<file path="src/rtl/mux_arb_pkg.sv">
// Shared types and helpers for the round-robin arbiter that sequences the 4:1 mux.
// Lock/burst support is compiled in with the MUX_ARB_LOCK_EN macro.
package mux_arb_pkg;

   localparam int unsigned NREQ  = 4;
   localparam int unsigned IDX_W = 2;

   typedef enum logic [0:0] {
      IDLE  = 1'b0,
      GRANT = 1'b1
   } arb_state_e;

   // Mux select pins ordered {addr0, addr1}: addr0 is the index MSB.
   function automatic logic [1:0] idx_to_sel(input logic [IDX_W-1:0] idx);
      return {idx[1], idx[0]};
   endfunction

   function automatic logic [NREQ-1:0] idx_to_onehot(input logic [IDX_W-1:0] idx);
      return NREQ'(1) << idx;
   endfunction

endpackage

</file>
<file path="src/rtl/mux_arb_rr_pick.sv">
// Combinational round-robin picker: first requester at or after ptr, wrapping mod 4.
module mux_arb_rr_pick
   import mux_arb_pkg::*;
(
   input  logic [NREQ-1:0]  req,
   input  logic [IDX_W-1:0] ptr,
   output logic [IDX_W-1:0] win_idx,
   output logic             any_req
);

   logic [IDX_W-1:0] cand;
   logic             found;

   always_comb begin
      win_idx = '0;
      found   = 1'b0;
      cand    = '0;
      any_req = |req;
      for (int k = 0; k < NREQ; k++) begin
         cand = IDX_W'(ptr + IDX_W'(k));
         if (!found && req[cand]) begin
            win_idx = cand;
            found   = 1'b1;
         end
      end
   end

endmodule

</file>
<file path="src/rtl/mux_rr_arbiter.sv">
// Round-robin arbiter driving the 4:1 mux select with a valid/ready output handshake.
// Define MUX_ARB_LOCK_EN to let a granted requester hold the mux for up to MAX_BURST beats.
module mux_rr_arbiter
   import mux_arb_pkg::*;
#(
   parameter int unsigned MAX_BURST = 4,
   parameter int unsigned PTR_RESET = 0
) (
   input  logic            clk,
   input  logic            reset_n,
   input  logic [NREQ-1:0] req,
   input  logic [NREQ-1:0] lock,
   input  logic            out_ready,
   output logic            out_valid,
   output logic [NREQ-1:0] grant,
   output logic            addr0,
   output logic            addr1,
   output logic            busy
);

   arb_state_e       state_q, state_d;
   logic [NREQ-1:0]  grant_q, grant_d;
   logic [IDX_W-1:0] sel_q, sel_d;
   logic [IDX_W-1:0] ptr_q, ptr_d;
   logic             out_valid_q, out_valid_d;
   logic             busy_q, busy_d;

   logic [IDX_W-1:0] next_ptr;
   logic [IDX_W-1:0] pick_ptr;
   logic [IDX_W-1:0] win_idx;
   logic             any_req;
   logic             xfer;
   logic             withdraw;
   logic             lock_hold;

`ifdef MUX_ARB_LOCK_EN
   localparam int unsigned BURST_W = 4;
   logic [BURST_W-1:0] burst_q, burst_d;

   assign lock_hold = lock[sel_q] && (burst_q < BURST_W'(MAX_BURST - 1));
`else
   logic unused_lock;

   assign unused_lock = ^lock;
   assign lock_hold   = 1'b0;
`endif

   assign next_ptr = IDX_W'(sel_q + 1'b1);
   // In GRANT the picker looks ahead with the rotated pointer so a release re-arbitrates without a bubble.
   assign pick_ptr = (state_q == GRANT) ? next_ptr : ptr_q;
   assign xfer     = out_valid_q & out_ready;
   assign withdraw = (state_q == GRANT) & ~xfer & ~req[sel_q];

   mux_arb_rr_pick u_pick (
      .req     (req),
      .ptr     (pick_ptr),
      .win_idx (win_idx),
      .any_req (any_req)
   );

   // Next-state and registered-output logic.
   always_comb begin
      state_d     = state_q;
      grant_d     = grant_q;
      sel_d       = sel_q;
      ptr_d       = ptr_q;
      out_valid_d = out_valid_q;
      busy_d      = busy_q;

      unique case (state_q)
         IDLE: begin
            if (any_req) begin
               state_d     = GRANT;
               grant_d     = idx_to_onehot(win_idx);
               sel_d       = win_idx;
               out_valid_d = 1'b1;
               busy_d      = 1'b1;
            end
         end

         GRANT: begin
            if (xfer && !lock_hold) begin
               ptr_d = next_ptr;
               if (any_req) begin
                  grant_d = idx_to_onehot(win_idx);
                  sel_d   = win_idx;
               end else begin
                  state_d     = IDLE;
                  grant_d     = '0;
                  out_valid_d = 1'b0;
                  busy_d      = 1'b0;
               end
            end else if (withdraw) begin
               ptr_d       = next_ptr;
               state_d     = IDLE;
               grant_d     = '0;
               out_valid_d = 1'b0;
               busy_d      = 1'b0;
            end
         end

         default: begin
            state_d     = IDLE;
            grant_d     = '0;
            out_valid_d = 1'b0;
            busy_d      = 1'b0;
         end
      endcase
   end

`ifdef MUX_ARB_LOCK_EN
   // Burst count advances on locked beats and clears on any release or withdrawal.
   always_comb begin
      burst_d = burst_q;
      if (xfer && lock_hold) begin
         burst_d = BURST_W'(burst_q + 1'b1);
      end else if (xfer || withdraw) begin
         burst_d = '0;
      end
   end

   always_ff @(posedge clk or negedge reset_n) begin
      if (!reset_n) begin
         burst_q <= '0;
      end else begin
         burst_q <= burst_d;
      end
   end
`endif

   always_ff @(posedge clk or negedge reset_n) begin
      if (!reset_n) begin
         state_q     <= IDLE;
         grant_q     <= '0;
         sel_q       <= '0;
         ptr_q       <= IDX_W'(PTR_RESET);
         out_valid_q <= 1'b0;
         busy_q      <= 1'b0;
      end else begin
         state_q     <= state_d;
         grant_q     <= grant_d;
         sel_q       <= sel_d;
         ptr_q       <= ptr_d;
         out_valid_q <= out_valid_d;
         busy_q      <= busy_d;
      end
   end

   assign grant          = grant_q;
   assign {addr0, addr1} = idx_to_sel(sel_q);
   assign out_valid      = out_valid_q;
   assign busy           = busy_q;

endmodule
</file>
<file path="config.mk">
export PLATFORM = sky130hd
export DESIGN_NAME = mux_rr_arbiter
export DESIGN_NICKNAME = d
export VERILOG_FILES = /design/src/rtl/mux_arb_pkg.sv /design/src/rtl/mux_arb_rr_pick.sv /design/src/rtl/mux_rr_arbiter.sv
export SDC_FILE = /design/constraint.sdc
export NUM_CORES = 1
export LEC_CHECK = 0
export CORE_MARGIN = 4
export CORE_UTILIZATION = 43
export CTS_CLUSTER_SIZE = 40
export DETAILED_ROUTE_END_ITERATION = 12
export PLACE_DENSITY = 0.79
export SLEW_MARGIN = 20
export SYNTH_ARGS = -nofsm -noshare
export SYNTH_HDL_FRONTEND = slang
export SYNTH_SLANG_ARGS = --single-unit
</file>
<file path="constraint.sdc">
create_clock -name clk -period 2 [get_ports clk]
set_clock_uncertainty 0.1 [all_clocks]
set_input_delay 0.5 -clock clk [delete_from_list [all_inputs] [get_ports clk]]
set_output_delay 0.5 -clock clk [all_outputs]
set_load 0.05 [all_outputs]
</file>
== Word-level counts from Yosys, hierarchy flattened ==
Cells that the tools add are included.
Word-level totals
  register bits after elaboration: 10
  bits of input ports: 11
  logic and storage cells: 73
Cells by class
  multiplexer cells: 37
  equal/unequal tests: 4
  bitwise operators: 6
  shift operators: 1
  magnitude comparators: 5
  reduce and logical (&&, ||, !) cells: 11
  add/subtract/negate cells: 4
Operator list (count)
  2-bit 2-to-1 mux: 9
  4-bit 2-to-1 mux: 4
  2-bit by 3-bit less-than comparator with 1-bit output, second input constant: 5
  1-bit 2-to-1 mux: 15
  1-bit binary-select mux with 2-bit select: 5
  4-bit one-hot mux with 2 select lines: 1
  2-bit by 1-bit adder with 2-bit output, second input constant: 2
  2-bit adder, second input constant: 2
  1-bit one-hot mux with 2 select lines: 2
  2-bit one-hot mux with 2 select lines: 1
  2-bit AND reduction: 2
  4-bit OR reduction: 1
  1-bit by 2-bit << shifter with 4-bit output, first input constant: 1
  1-bit bitwise AND: 3
  1-bit logical AND: 3
  1-bit logical NOT: 3
  3-bit by 1-bit != test with 1-bit output, second input constant: 1
  3-bit != test, second input constant: 1
  1-bit inverter: 3
  3-bit AND reduction: 1
  2-bit by 1-bit != test with 1-bit output, second input constant: 1
  2-bit != test, second input constant: 1
  2-bit nonzero test: 1

== Depth between registers and ports, before layout ==
  depth after elaboration: 18
  depth in mapped cells: 6

== By module ==
From an unflattened synthesis, not the netlist that was laid out.
Second synthesis, totals
  cells, all modules: 85
  area, all modules: 703.2 um^2
Modules (own cells, without submodules)
  mux_rr_arbiter: area an instance 625.6 um^2, times used 1, cells an instance 70
  mux_arb_rr_pick: area an instance 77.6 um^2, times used 1, cells an instance 15

== Worst setup path after synthesis ==
OpenSTA, ideal clock, no wires.
  path kind: register to register
  start point: reg sel_q[0]
  end point: reg grant_q[0] (netlist: grant[0])
  clock period less this slack: 2.146 ns
  cell stages (with the launch flop): 6
  required time: 1.779 ns
  setup time: 0.121 ns
  arrival time: 1.925 ns
  setup slack: -0.146 ns
  cell sequence: dfrtp_1 xor2_1 mux2_4 or3_1 a31o_1 a22o_1
On the way
  cells in the longest elaborated chain, start to end: 18
RTL lines
  start: declaration: RTL line mux_rr_arbiter.sv:23  | logic [IDX_W-1:0] sel_q, sel_d;
  start signal: assignment: RTL line mux_rr_arbiter.sv:142  | sel_q <= sel_d;
  parallel branches: the longest is 18 deep, another holds 2-bit by 1-bit adder with 2-bit output
  end signal: assignment: RTL line mux_rr_arbiter.sv:141  | grant_q <= grant_d;
  end: declaration: RTL line mux_rr_arbiter.sv:22  | logic [NREQ-1:0] grant_q, grant_d;
Several ways; the timed one is not identified. The select of a mux whose other input is x is not followed.
A chain may end at the register's enable or synchronous reset.

== Worst setup path in the final report ==
  start point: in req[1]
  end point: reg grant_q[0] (netlist: grant[0])
On the way
  cells in the longest elaborated chain, start to end: 16
RTL lines
  start: declaration: RTL line mux_rr_arbiter.sv:11  | input logic [NREQ-1:0] req,
  1-bit binary-select mux with 2-bit select: RTL line mux_arb_rr_pick.sv:21  | if (!found && req[cand]) begin
  1-bit 2-to-1 mux (implied by the code): RTL line mux_arb_rr_pick.sv:21
  1-bit 2-to-1 mux: RTL line mux_arb_rr_pick.sv:21
  1-bit logical NOT: RTL line mux_arb_rr_pick.sv:21
  1-bit logical AND: RTL line mux_arb_rr_pick.sv:21
  1-bit 2-to-1 mux: RTL line mux_arb_rr_pick.sv:21
  1-bit logical NOT: RTL line mux_arb_rr_pick.sv:21
  1-bit logical AND: RTL line mux_arb_rr_pick.sv:21
  1-bit 2-to-1 mux: RTL line mux_arb_rr_pick.sv:21
  1-bit logical NOT: RTL line mux_arb_rr_pick.sv:21
  1-bit logical AND: RTL line mux_arb_rr_pick.sv:21
  2-bit 2-to-1 mux: RTL line mux_arb_rr_pick.sv:21
  1-bit by 2-bit << shifter with 4-bit output: RTL line mux_arb_pkg.sv:19  | return NREQ'(1) << idx;
  4-bit 2-to-1 mux: RTL line mux_rr_arbiter.sv:84  | if (any_req) begin
  4-bit 2-to-1 mux: RTL line mux_rr_arbiter.sv:82  | if (xfer && !lock_hold) begin
  4-bit one-hot mux with 2 select lines: RTL line mux_rr_arbiter.sv:70  | unique case (state_q)
Several ways; a longest one is shown, not always the timed one. The select of a mux whose other input is x is not followed.

==> results.txt <==
- Yosys mapped the design onto 27 distinct sky130hd cell types.
- Slowest CP cell: mux4_2
- dfrtp_1 takes more of the synthesized area than any other cell.
* Slew @ Worst Pin: between 0.4 and 0.5 ns
- Share of the synthesized area in the top cell type: 0.422
* Routed length per placed instance: around 15 µm
- The internal portion of the total power is 0.000806 W.
- Antenna Cells: 0
* Top area cells in the synthesized netlist: dfrtp_1, nand2_1, mux2i_1
- The worst register-to-register path has a depth of 5.
- In this run the remaining antenna-violating nets after routing total 0.
- Net count reported at finish: ~100
- Cell area power density: 1790 nW/µm²
- Timing would allow up to around 520 MHz.
- The startpoint identified for the worst hold timing path is grant[1].
- Number of I/O port buffers: 14
- Routability cong.: 0.827
- Prior to clock tree synthesis, the placed netlist has a worst setup slack of -0.298 ns.
* Via density: between 5 and 6
* Worst hold-check path type: reg -> reg
- Kind of critical path: in -> reg
- Total global-route track usage: 0.182
- Traced cell by cell, the critical path runs through clkdlybuf4s50_1 -> mux4_2 -> nand3_2 -> o21ai_0 -> buf_4 -> a22o_1.
- Clock tree synthesis inserted a total of 3 buffers.
* Max-slew violation count: 0
- Run status: complete, no violations
* Library cell used as clock root buffer: clkbuf_4
- The clock reaches the later pin of the worst-skew pair after 0.28 ns.
- Setup violations remaining at the end of the flow were counted as 0.
- The worst hold path was traced through 2 stages.
- Proportion of synthesized chip area in sequential cells: 0.422
* Switching pwr: about 0.00074 W
* Switching part of the total power: 0.478
* Total clock sinks: 10
- Counting every instance in the synthesized netlist gives 63.
- Once placement finished, the instance area stood at 817 µm².
* Number of H-tree levels: 1
- The floorplan step defined a die boundary enclosing roughly 2000 µm².
- Largest fanout of any net on the critical path: 4
* WP data required: 2.06 ns
- DR iter-0 viols: 7
* Initial standard-cell utilization of the core: 0.456
- During I/O placement, the number of pins put on the boundary was 19.
- The largest single stage delay on the critical path is 0.52 ns.
- Global-route wire length before repair: around 2600 µm
- The worst hold path terminates at grant[1].
- In the final layout, the share of cells above drive strength 1 is 0.359.
- Data arrival, critical path: 2.00 ns
* Final wirelength: 1570 µm
- Total of max-cap violations: 0
* GRT Residual Overflow: 0
- In this run the critical register-to-register path is launched from sel_q[1].
- The setup check on the worst reg-to-reg path leaves a slack of 0.10 ns.
* Post-Layout Cell Count: about 110
- Type of element launching the critical path: input pin
- Final hold violation count: 0
* Worst Setup Slack, final: 0.0595 ns
- Worst-path clk slew: 0.07 ns
- No sink is reached through more buffers than the 2 on the longest clock path.
- The number of antenna violations at the first check in global routing came to 0.
- Synth Cell Area: 593 µm²
- Entering global routing, the biggest net connects 13 pins.
* Core Region: 1300 µm²
- Combinational share of power: 0.635
- Clock network power share: 0.125
- Warnings from Yosys: 0
- Family with the most delay on the worst path: buffers and inverters
- Across the VDD grid, the largest voltage drop is approximately 0.92 mV.
* Horizontal die dimension: roughly 45 µm
- Setup repair after global routing missed its margin: false
- Final design utilization: 0.664
* Vias in the first global route: 611
* Final Instance Area: 865 µm²
- Flops & latches, synth: 10
- When the netlist entered floorplanning its net count stood at between 70 and 80.
* End of the worst register-to-register path: grant[0]
* Clock tree from TritonCTS: yes
- Of the available clock period, the critical path in the final layout requires 0.970.
- Relative to the synthesized area, the layout overhead comes to 45.8%.
- Total instance count after detailed placement: around 100
- Final Critical Period: between 1.5 and 2 ns
- Launching element of the worst setup path: req[1]
* Number of buffer and inverter instances along the worst setup path: 2
- The first detailed-routing pass took 4 iterations.
* Relative slew slack: 0.696
- Via count: 591
- Synthesized area divided by synthesized cell count: roughly 9.4 µm²
* Relative contribution of sequential cells to total power: 0.241
- For this run, design rule violations remaining after detail routing come to 0.
- LEAKAGE: roughly 0.42 nW
- Number of standard-cell rows in the floorplan: 13
- HPWL Detailed: 1170 µm
- The die is between 40 and 50 µm tall.
- STA classifies the critical path endpoint as a flop.
## stage by stage
step / hold slack [ns] / TNS (ns) / power (W)
floorplan: 0.104 / 0 / 0.00103
global placement: 0.366 / -1.26 / 0.00129
detailed placement: 0.377 / -1.57 / 0.00132
CTS: 0.392 / 0 / 0.00153
global route: 0.416 / 0 / 0.00165
finish: 0.383 / 0 / 0.00155
## layer usage
layer | wire length (µm) | track usage | share of wire | up-vias
met5 | 0 | 0 | 0 | -
met4 | 46 | 0.117 | 0.029 | 0
met3 | 85 | 0.0717 | 0.054 | 6
met2 | 787 | 0.294 | 0.50 | 19
met1 | 647 | 0.197 | 0.41 | 276
li1 | - | - | - | 290
## worst max path at each step
stage          slack, ns        to  depth (start not counted)
5_1_grt           0.0002  grant[0]                          6
4_1_cts             0.06  grant[0]                          6
6_report            0.06  grant[0]                          6
3_3_place_gp       -0.25  grant[2]                          6
3_5_place_dp       -0.30  grant[0]                          6
2_1_floorplan       0.03  grant[0]                          5
## cell type report
class | count | area [µm²]
inverter | 3 | 11.3
sequential | 10 | 253
fill | 118 | 437
clock buffer | 4 | 36.3
multi-input combinational | 48 | 325
timing repair buffer | 27 | 220
tap | 15 | 18.8
## synth_stat cells
cell type	count
mux4_1	1
a21boi_0	1
nand4_1	1
o21ai_1	1
nor4_1	1
a2bb2oi_1	1
nand3b_1	1
o21ai_0	6
a31o_1	1
inv_1	3
dfrtp_1	10
xor2_1	1
or3_1	2
or2_2	1
nand3_1	1
buf_4	2
nor2_1	5
mux2_2	1
a22o_1	2
nor3_1	1
mux2i_1	3
o211ai_1	1
nand2_1	9
a21oi_1	2
mux2_4	1
a31oi_1	3
a32o_1	1
## cell usage in the layout (no fill, tap or decap), drive strengths merged, types with 3 or more instances in the layout
cell type       n
buf            21
dfrtp          10
nand2           9
o21ai           7
nor2            5
clkdlybuf4s50   5
clkbuf          4
inv             3
mux2i           3
a31oi           3
## cells by family (layout without fill, tap and decap cells)
logic type | count (synthesis) | count (layout) | synth area share
simple gates | 22 | 22 | 0.171
compound gates | 19 | 19 | 0.209
flops | 10 | 10 | 0.422
mux | 6 | 6 | 0.139
buf+inv | 5 | 34 | 0.0443
xor+xnor | 1 | 1 | 0.0148
## power by group through the flow
stage	Combinational, W	Clock (W)	Sequential (W)
floorplan	0.000475	0	0.000557
global route	0.00106	0.000208	0.000385
finish	0.000981	0.000193	0.000372
global placement	0.000914	0	0.000377
detailed placement	0.000936	0	0.000384
CTS	0.000951	0.000196	0.000381
## timing repair
item / 4_1_cts / 5_1_grt
pin swaps: 0 / 0
setup endpoints to repair: 1 / 1
gates resized for setup: 1 / 2
setup buffers: 0 / 1
hold buffers: 0 / 0
cloned: 0 / 0
## tightest hold or removal path: cells and delay by family (launching register included)
kind	cells	cell delay, ns
simple gates	1	0.04
compound gates	1	0.06
flops	1	0.35
## flip-flops by register name (all words and copies together), names as in the netlist
register  count
sel_q         2
state_q       1
ptr_q         2
grant         4
busy          1
Power figures use the tool's default switching activity.
